[config.mk]
export PLATFORM = sky130hd
export DESIGN_NAME = instr_loader
export DESIGN_NICKNAME = d
export VERILOG_FILES = /design/src/rtl/instr_loader.sv
export SDC_FILE = /design/constraint.sdc
export NUM_CORES = 1
export LEC_CHECK = 0
export CAP_MARGIN = 20
export CORE_AREA = 2 2 130 132
export DETAILED_ROUTE_END_ITERATION = 6
export DIE_AREA = 0 0 132 134
export PLACE_DENSITY = 0.48
export RECOVER_POWER = 25
export SLEW_MARGIN = 20
export SYNTH_ARGS = -nofsm -noshare
export SYNTH_HDL_FRONTEND = slang
export SYNTH_SLANG_ARGS = --single-unit
[constraint.sdc]
create_clock -name clk -period 2.35 [get_ports clk]
set_input_delay 0.235 -clock clk [delete_from_list [all_inputs] [get_ports clk]]
set_output_delay 0.235 -clock clk [all_outputs]
set_load 0.02 [all_outputs]
[src/rtl/instr_loader.sv]
// Instruction-memory program loader: assembles a big-endian byte stream into
// 32-bit words, writes them from address 0 upward and holds the CPU meanwhile.
module instr_loader #(
  parameter int ADDR_W    = 8,
  parameter int MAX_WORDS = 256
) (
  input  logic              clk,
  input  logic              rst_n,
  input  logic              start,
  input  logic [ADDR_W:0]   n_words,
  input  logic              abort,
  input  logic              in_valid,
  input  logic [7:0]        in_data,
  output logic              in_ready,
  output logic              mem_we,
  output logic [ADDR_W-1:0] mem_addr,
  output logic [31:0]       mem_wd,
  output logic              busy,
  output logic              cpu_hold,
  output logic              done,
  output logic              err
);

  typedef enum logic [1:0] {IDLE, LOAD, WRITE, DONE} state_t;

  localparam logic [ADDR_W:0] MAX_W = (ADDR_W+1)'(MAX_WORDS);

  state_t            state_q, state_d;
  logic [ADDR_W-1:0] addr_q, addr_d;
  logic [1:0]        byte_cnt_q, byte_cnt_d;
  logic [ADDR_W:0]   words_left_q, words_left_d;
  logic [23:0]       shift_q, shift_d;
  logic [31:0]       wd_q, wd_d;
  logic [ADDR_W-1:0] waddr_q, waddr_d;
  logic              err_q, err_d;
  logic [ADDR_W:0]   n_sat;

  assign n_sat = (n_words > MAX_W) ? MAX_W : n_words;

  always_ff @(posedge clk or negedge rst_n) begin
    if (!rst_n) begin
      state_q      <= IDLE;
      addr_q       <= '0;
      byte_cnt_q   <= '0;
      words_left_q <= '0;
      shift_q      <= '0;
      wd_q         <= '0;
      waddr_q      <= '0;
      err_q        <= 1'b0;
    end else begin
      state_q      <= state_d;
      addr_q       <= addr_d;
      byte_cnt_q   <= byte_cnt_d;
      words_left_q <= words_left_d;
      shift_q      <= shift_d;
      wd_q         <= wd_d;
      waddr_q      <= waddr_d;
      err_q        <= err_d;
    end
  end

  always_comb begin
    state_d      = state_q;
    addr_d       = addr_q;
    byte_cnt_d   = byte_cnt_q;
    words_left_d = words_left_q;
    shift_d      = shift_q;
    wd_d         = wd_q;
    waddr_d      = waddr_q;
    err_d        = err_q;
    in_ready     = 1'b0;
    mem_we       = 1'b0;
    busy         = 1'b0;
    done         = 1'b0;

    unique case (state_q)
      IDLE: begin
        if (start) begin
          err_d = 1'b0;
          if (n_words == '0) begin
            state_d = DONE;
          end else begin
            words_left_d = n_sat;
            addr_d       = '0;
            byte_cnt_d   = '0;
            state_d      = LOAD;
          end
        end
      end
      LOAD: begin
        in_ready = 1'b1;
        busy     = 1'b1;
        if (abort) begin
          state_d = IDLE;
          err_d   = 1'b1;
        end else if (in_valid) begin
          // The fourth byte goes straight into the write register so the
          // write can issue on the very next cycle.
          if (byte_cnt_q == 2'd3) begin
            wd_d    = {shift_q, in_data};
            waddr_d = addr_q;
            state_d = WRITE;
          end else begin
            shift_d    = {shift_q[15:0], in_data};
            byte_cnt_d = byte_cnt_q + 2'd1;
          end
        end
      end
      WRITE: begin
        mem_we       = 1'b1;
        busy         = 1'b1;
        addr_d       = addr_q + 1'b1;
        words_left_d = words_left_q - 1'b1;
        byte_cnt_d   = '0;
        if (abort) begin
          state_d = IDLE;
          err_d   = 1'b1;
        end else if (words_left_q == (ADDR_W+1)'(1)) begin
          state_d = DONE;
        end else begin
          state_d = LOAD;
        end
      end
      DONE: begin
        done    = 1'b1;
        state_d = IDLE;
      end
      default: state_d = IDLE;
    endcase
  end

  assign mem_addr = waddr_q;
  assign mem_wd   = wd_q;
  assign cpu_hold = busy;
  assign err      = err_q;

endmodule

==> results of run 1 <==
cell type report:
cell class                      count  area, µm²
Timing Repair Buffer               88        850
Sequential cell                    86       2150
Inverter                           14       56.3
Multi-Input combinational cell    207       1720
Clock buffer                        9        225
Tap cell                          220        275
Fill cell                        1642      10900
Clock inverter                      7       77.6
what timing repair did:
action / 4_1_cts / 5_1_grt
endpoints found under the setup margin: 0 / 1
hold buffers: 1 / 0
hold endpoints to repair: 14 / 0
resized for setup: 0 / 1
synthesized netlist by cell type (all sizes together) (3+ instances only):
master,count
dfrtp,86
and3,4
ha,10
nand2b,3
o32ai,3
nand3,9
nand2,16
a21oi,11
clkbuf,14
o31ai,4
nor4,4
nor2,8
buf,3
o21ai,11
nor3,10
a211oi,3
o2111ai,4
mux2i,5
mux2,63
o311ai,3
inv,14
nor2b,4
registers in the layout, summed over array words and instances, names as in the netlist:
name	cells
err	1
shift_q	24
addr_q	8
state_q	2
mem_addr	8
byte_cnt_q	2
mem_wd	32
words_left_q	9
stage by stage:
| stage | util [%] | area [µm²] | worst slack, ns | cells | power (mW) |
|---|---|---|---|---|---|
| after CTS | 32.9 | 5350 | 0.221 | 631 | 5.92 |
| after detailed placement | 30.9 | 5040 | 0.0634 | 614 | 4.40 |
| after global routing | 32.9 | 5350 | 0.109 | 631 | 6.24 |
| after global placement | 30.9 | 5040 | 0.0947 | 614 | 4.37 |
| after floorplan | - | 3990 | 0.101 | 324 | 3.56 |
| final | 32.9 | 5350 | 0.261 | 631 | 5.82 |
logic make-up after synthesis:
group,share of synthesized area [%]
AO/OA/AOI/OAI,10.3
adder cells (fa/ha/maj),3.14
buffers and inverters,3.23
flip-flops,53.9
multiplexers,19.0
AND/OR/NAND/NOR,10.4
worst max-delay path, stage by stage, from the launching register on:
cell	delay, ns
dfrtp_1	0.43
inv_1	0.12
ha_1	0.30
clkdlybuf4s50_1	0.66
worst max path at each step:
| stage | from | end | slack [ns] | cells past startpoint |
|---|---|---|---|---|
| after floorplan | state_q[1] | shift_q[13] | 0.10 | 7 |
| after global placement | n_words[5] | words_left_q[8] | 0.09 | 6 |
| after detailed placement | n_words[5] | words_left_q[8] | 0.06 | 6 |
| after CTS | state_q[1] | in_ready | 0.22 | 3 |
| after global routing | state_q[0] | words_left_q[7] | 0.11 | 7 |
| final | state_q[1] | in_ready | 0.26 | 3 |
report_power, final:
| part | total [mW] | switching, mW | internal (mW) | leakage (nW) |
|---|---|---|---|---|
| registers | 2.28 | 0.352 | 1.93 | 1.13 |
| logic | 2.09 | 1.05 | 1.05 | 1.06 |
| clock network | 1.45 | 0.615 | 0.835 | 0.147 |
| total | 5.82 | 2.01 | 3.81 | 2.33 |
layer usage:
layer  share of wire (%)  wire [µm]  track usage [%]
met2                  45       4240             17.2
met1                  46       4300             14.2
met4                 1.9        178             5.13
met3                 7.3        683             3.70
met5                   0          0                0
==> summary.md, run 1 <==
| Metric | Value |
|---|---|
| Outcome | `completed` |
| CTS tree | `done` |
| All-Layer GR Usage | `between 10% and 20%` |
| Hold Path Origin | `mem_addr[2]` |
| R2R depth | `4` |
| Num CTS Buffers | `9` |
| CTS H-Tree Depth | `3` |
| DRT antenna net count | `0` |
| Worst EP arrival | `1.85 ns` |
| Postcts setup bufs | `0` |
| CP endpoint kind | `primary output` |
| DR vias | `2878` |
| Worst-Skew Late Latency | `0.34 ns` |
| CTS Root Cell | `clkbuf_16` |
| Reg2reg end | `words_left_q[7]` |
| Synth Net Count | `356` |
| DIE WIDTH | `132 µm` |
| Startpoint Class | `flip-flop` |
| Commonest non-fill, non-tap cell in the layout | `dfrtp_1` |
| CP Max Fanout | `6` |
| Post-synth EDFFs | `0` |
| Most frequent cells in the layout | `dfrtp_1, clkdlybuf4s50_1, mux2_2` |
| Overflow after GRT | `0` |
| Final hold vios | `0` |
| Final nets | `around 440` |
| Hpwl dp | `6.55 mm` |
| IO Port Bufs | `67` |
| Crit path required time | `around 2.1 ns` |
| Fmax | `479 MHz` |
| Synth warnings | `0` |
| Die height | `134 µm` |
| Post-Synthesis Cells | `324` |
| Hold endpoint | `mem_addr[2]` |
| Ys flop type | `dfrtp_1` |
| # setup viols final | `0` |
| DRC | `0` |
| Vias per cell | `approximately 4.6` |
| Clk_skew | `about 0.0076 ns` |
| Dominant cell type by area after synthesis | `dfrtp_1` |
| Ports | `68` |
| Synth Register Bits | `86` |
| Leakage power | `roughly 2.3 nW` |
| CTS Sinks | `86` |
| Synth unique cells | `54` |
| Area share of the largest cell type after synthesis | `between 50% and 60%` |
| Final period utilization | `approximately nine tenths` |
| Worst-Margin Slew | `0.902 ns` |
| RSZ-0062 raised after global routing | `false` |
| Setup_tns | `0 ns` |
| Worst hold-check path type | `reg2reg` |
| Min Hold Slack | `0.484 ns` |
| Starting DRT DRC Count | `~150` |
| ANT cells | `0` |
| Hold Crit Depth | `2` |
| Proportion of layout cells with a drive suffix above 1 | `roughly 28%` |
| Largest net degree at the start of global routing | `46` |
| Initial core utilization | `24.5%` |
| Final Critical Period | `2.09 ns` |
| Slew Viols, Final | `0` |
| Main area contributors after synthesis | `dfrtp_1, mux2_2, ha_1, nand2_1, a21oi_1` |
| Synth Cell Area | `3990 µm²` |
| DRT Pass-1 Iters | `4` |
| Die Area | `17700 µm²` |
| Final wirelength | `between 9 and 10 mm` |
| Clock transition at path regs | `0.07 ns` |
| Max rail drop VDD | `0.000486 V` |
| Drt wl/cell | `14.9 µm` |
| Pwr Density | `1090 nW/µm²` |
| Vias in the first global route | `3054` |
| P&R area growth vs syn | `34.1%` |
| Routability Congestion | `approximately 0.80` |
| Internal reg-to-reg setup slack | `between 0.2 and 0.3 ns` |
| Critical Setup Path Class | `reg2out` |
| R2R Path Start | `words_left_q[0]` |
| Relative slew slack | `39.9%` |
| Fraction of registers with async set/reset | `100%` |
| Max Cap Viol | `0` |
| Global-route wire length before repair | `15.8 mm` |
| Antenna violations before repair | `0` |
| Register area share after synthesis | `53.9%` |
| Clk buf depth | `2` |
| Post-Syn Area per Cell | `12.3 µm²` |
| Core area | `approximately 16000 µm²` |
| Rows | `47` |
Note: power is estimated with default switching activity, not from simulation.
==> run 2: changes to the inputs <==
--- a/config.mk
+++ b/config.mk
@@ -6,9 +6,9 @@
 export NUM_CORES = 1
 export LEC_CHECK = 0
 export CAP_MARGIN = 20
-export CORE_AREA = 2 2 130 132
+export CORE_AREA = 2 2 149 115
 export DETAILED_ROUTE_END_ITERATION = 6
-export DIE_AREA = 0 0 132 134
+export DIE_AREA = 0 0 151 117
 export PLACE_DENSITY = 0.48
 export RECOVER_POWER = 25
 export SLEW_MARGIN = 20
==> run 2 against run 1 <==
  * Combinational power about the same
  * Register-to-register slack about the same
  * Non-clock buffer count unchanged
  * Critical path type unchanged
  * Wire length down 1.5%
  * Final cell count down 0.95%
  * Highest routed layer unchanged
  * Worst hold slack worse by 0.0032 ns
  * Core utilization down 0.24 points
  * Count of clock-buffer cells in the layout up 2
  * Maximum frequency down 4.0%
  * Sequential share of layout area up 0.24 points
  * Critical endpoint is now mem_we
==> summary.md, run 2 (synthesis gave the netlist of run 1 again) <==
| Metric | Value |
|---|---|
| Outcome | `completed` |
| Worst EP arrival | `1.94 ns (+0.09 ns)` |
| Sw frac | `34.0% (-0.55 points)` |
| Postcts setup bufs | `0 (unchanged)` |
| # setup viols final | `0 (unchanged)` |
| All-Layer GR Usage | `11.2% (+0.030 points)` |
| Max Cap Viol | `0 (unchanged)` |
| CTS H-Tree Depth | `3 (unchanged)` |
| Clk buf depth | `2 (unchanged)` |
| Die Area | `17700 µm² (-0.12%)` |
| CTS Root Cell | `clkbuf_16` |
| Worst-Skew Late Latency | `0.34 ns (about the same)` |
| Drt wl/cell | `14.8 µm (-0.53%)` |
| Critical Setup Path Class | `reg2out` |
| Commonest non-fill, non-tap cell in the layout | `dfrtp_1` |
| Final hold vios | `0 (unchanged)` |
| Routability Congestion | `0.760 (-5.0%)` |
| Antenna violations before repair | `0 (unchanged)` |
| DRT antenna net count | `0 (unchanged)` |
| Most frequent cells in the layout | `dfrtp_1, clkdlybuf4s50_1, mux2_2` |
| Slew Viols, Final | `0 (unchanged)` |
| Psw | `1.98 mW (-1.9%)` |
| CP endpoint kind | `primary output` |
| Overflow after GRT | `0 (unchanged)` |
| Starting DRT DRC Count | `143 (-2.7%)` |
| Clock group share of total power | `24.4% (-0.5 points)` |
| Setup_tns | `0 ns (unchanged)` |
| Crit-path max cell delay | `0.67 ns (about the same)` |
| Crit path required time | `2.12 ns (about the same)` |
| Pwr Total | `5.80 mW (-0.30%)` |
| Cell count after placement | `609 (-0.81%)` |
| Comb power frac | `36.2% (+0.3 points)` |
| Worst-Margin Slew | `1.08 ns (+0.175 ns)` |
| Hpwl dp | `6.57 mm (+0.29%)` |
| Num CTS Buffers | `9 (unchanged)` |
| RSZ-0062 raised after global routing | `false` |
| Ports | `68 (unchanged)` |
| ANT cells | `0 (unchanged)` |
| Proportion of layout cells with a drive suffix above 1 | `27.6% (-0.18 points)` |
| Vias per cell | `4.52 (-0.79%)` |
| Final period utilization | `92.6% (+3.7 points)` |
| Core area | `16300 µm² (+0.15%)` |
| Relative slew slack | `28.2% (-12 points)` |
| Final nets | `438 (unchanged)` |
| Fraction of power consumed by sequential logic | `39.4% (+0.2 points)` |
| CTS tree | `done` |
| Worst hold-check path type | `reg2reg` |
| Crit-path cells | `inv_1 > ha_2 > clkdlybuf4s50_1` |
| Vias in the first global route | `2874 (-5.9%)` |
| Largest net degree at the start of global routing | `46 (unchanged)` |
| Post-DP Area | `5030 µm² (-0.12%)` |
| DR vias | `2828 (-1.7%)` |
| Clk_skew | `0.00613 ns (-0.00152 ns)` |
| Initial core utilization | `24.5% (-0.036 points)` |
| Startpoint Class | `flip-flop` |
| Final wirelength | `9.26 mm (-1.5%)` |
| CP max-delay cell | `clkdlybuf4s50_1` |
| DIE WIDTH | `151 µm (+14%)` |
| P&R area growth vs syn | `33.4%` |
| Die height | `117 µm (-13%)` |
| CTS Sinks | `86 (unchanged)` |
| Fin cells | `625 (-0.95%)` |
| Max reg flops | `32 (unchanged)` |
| Global-route wire length before repair | `15.2 mm (-4.1%)` |
| Leakage power | `2.33 nW (-0.20%)` |
| CP Max Fanout | `12 (+6)` |
| Max rail drop VDD | `0.000656 V (+35%)` |
| DRT Pass-1 Iters | `4 (unchanged)` |
| Internal power | `3.83 mW (+0.54%)` |
| DRC | `0 (unchanged)` |
| Clock transition at path regs | `0.06 ns (about the same)` |
| Design Area, Final | `5320 µm² (-0.58%)` |
| Rows | `41 (-13%)` |
| Pwr Density | `1090 nW/µm² (+0.29%)` |
| IO Port Bufs | `67 (unchanged)` |
| Fmax | `459 MHz (-4.0%)` |
| Final Critical Period | `2.18 ns (+0.0872 ns)` |
## run 2: power by group through the flow
stage	sequential, mW	combinational [mW]	clock [mW]
finish	2.29	2.10	1.42
global route	2.37	2.31	1.54
CTS	2.29	2.13	1.48
detailed placement	2.32	2.11	0
global placement	2.31	2.08	0
floorplan	2.33	1.23	0
## run 2: layout make-up
class	count	area [µm²]
Tap cell	215	269
Fill cell	1667	11000
Clock inverter	4	47.5
Clock buffer	11	243
Inverter	14	52.6
Sequential cell	86	2150
Multi-Input combinational cell	207	1720
Timing Repair Buffer	88	838
## run 2: metal layers
layer | wire length, µm | part of all wire [%] | up-vias | global-route usage [%]
li1 | - | - | 1355 | -
met5 | 0 | 0 | - | 0
met1 | 4720 | 51 | 1384 | 15.6
met3 | 448 | 4.8 | 11 | 3.18
met2 | 3930 | 42 | 78 | 16.5
met4 | 157 | 1.7 | 0 | 4.30
## run 2: worst paths after layout
path,startpoint,end,slack (ns),cells past startpoint
min in group asynchronous,rst_n,err,0.62,2
max,state_q[0],mem_we,0.17,3
min,mem_addr[4],mem_addr[4],0.48,2
min reg2reg,mem_addr[4],mem_addr[4],0.48,2
max reg2reg,state_q[1],shift_q[19],0.27,7
max in group asynchronous,rst_n,mem_wd[14],0.42,3
## run 2: per-stage QoR
step | util [%] | worst slack (ns) | hold slack [ns]
after floorplan | - | 0.101 | -0.0606
after global placement | 30.9 | 0.0933 | 0.272
after detailed placement | 30.9 | 0.0404 | 0.276
after CTS | 32.7 | 0.150 | 0.438
after global routing | 32.6 | 0.0724 | 0.514
final | 32.6 | 0.174 | 0.481
## run 2: worst max-delay path, delay by kind of cell, from the launching register on
kind                     cells  cell delay (ns)
adder cells (fa/ha/maj)      1             0.37
buffers and inverters        2             0.81
flip-flops                   1             0.42
## run 2: timing repair
action / 4_1_cts / 5_1_grt
endpoints found under the setup margin: 1 / 0
resized for setup: 1 / 0
endpoints found under the hold margin: 41 / 0
hold buffers: 1 / 0
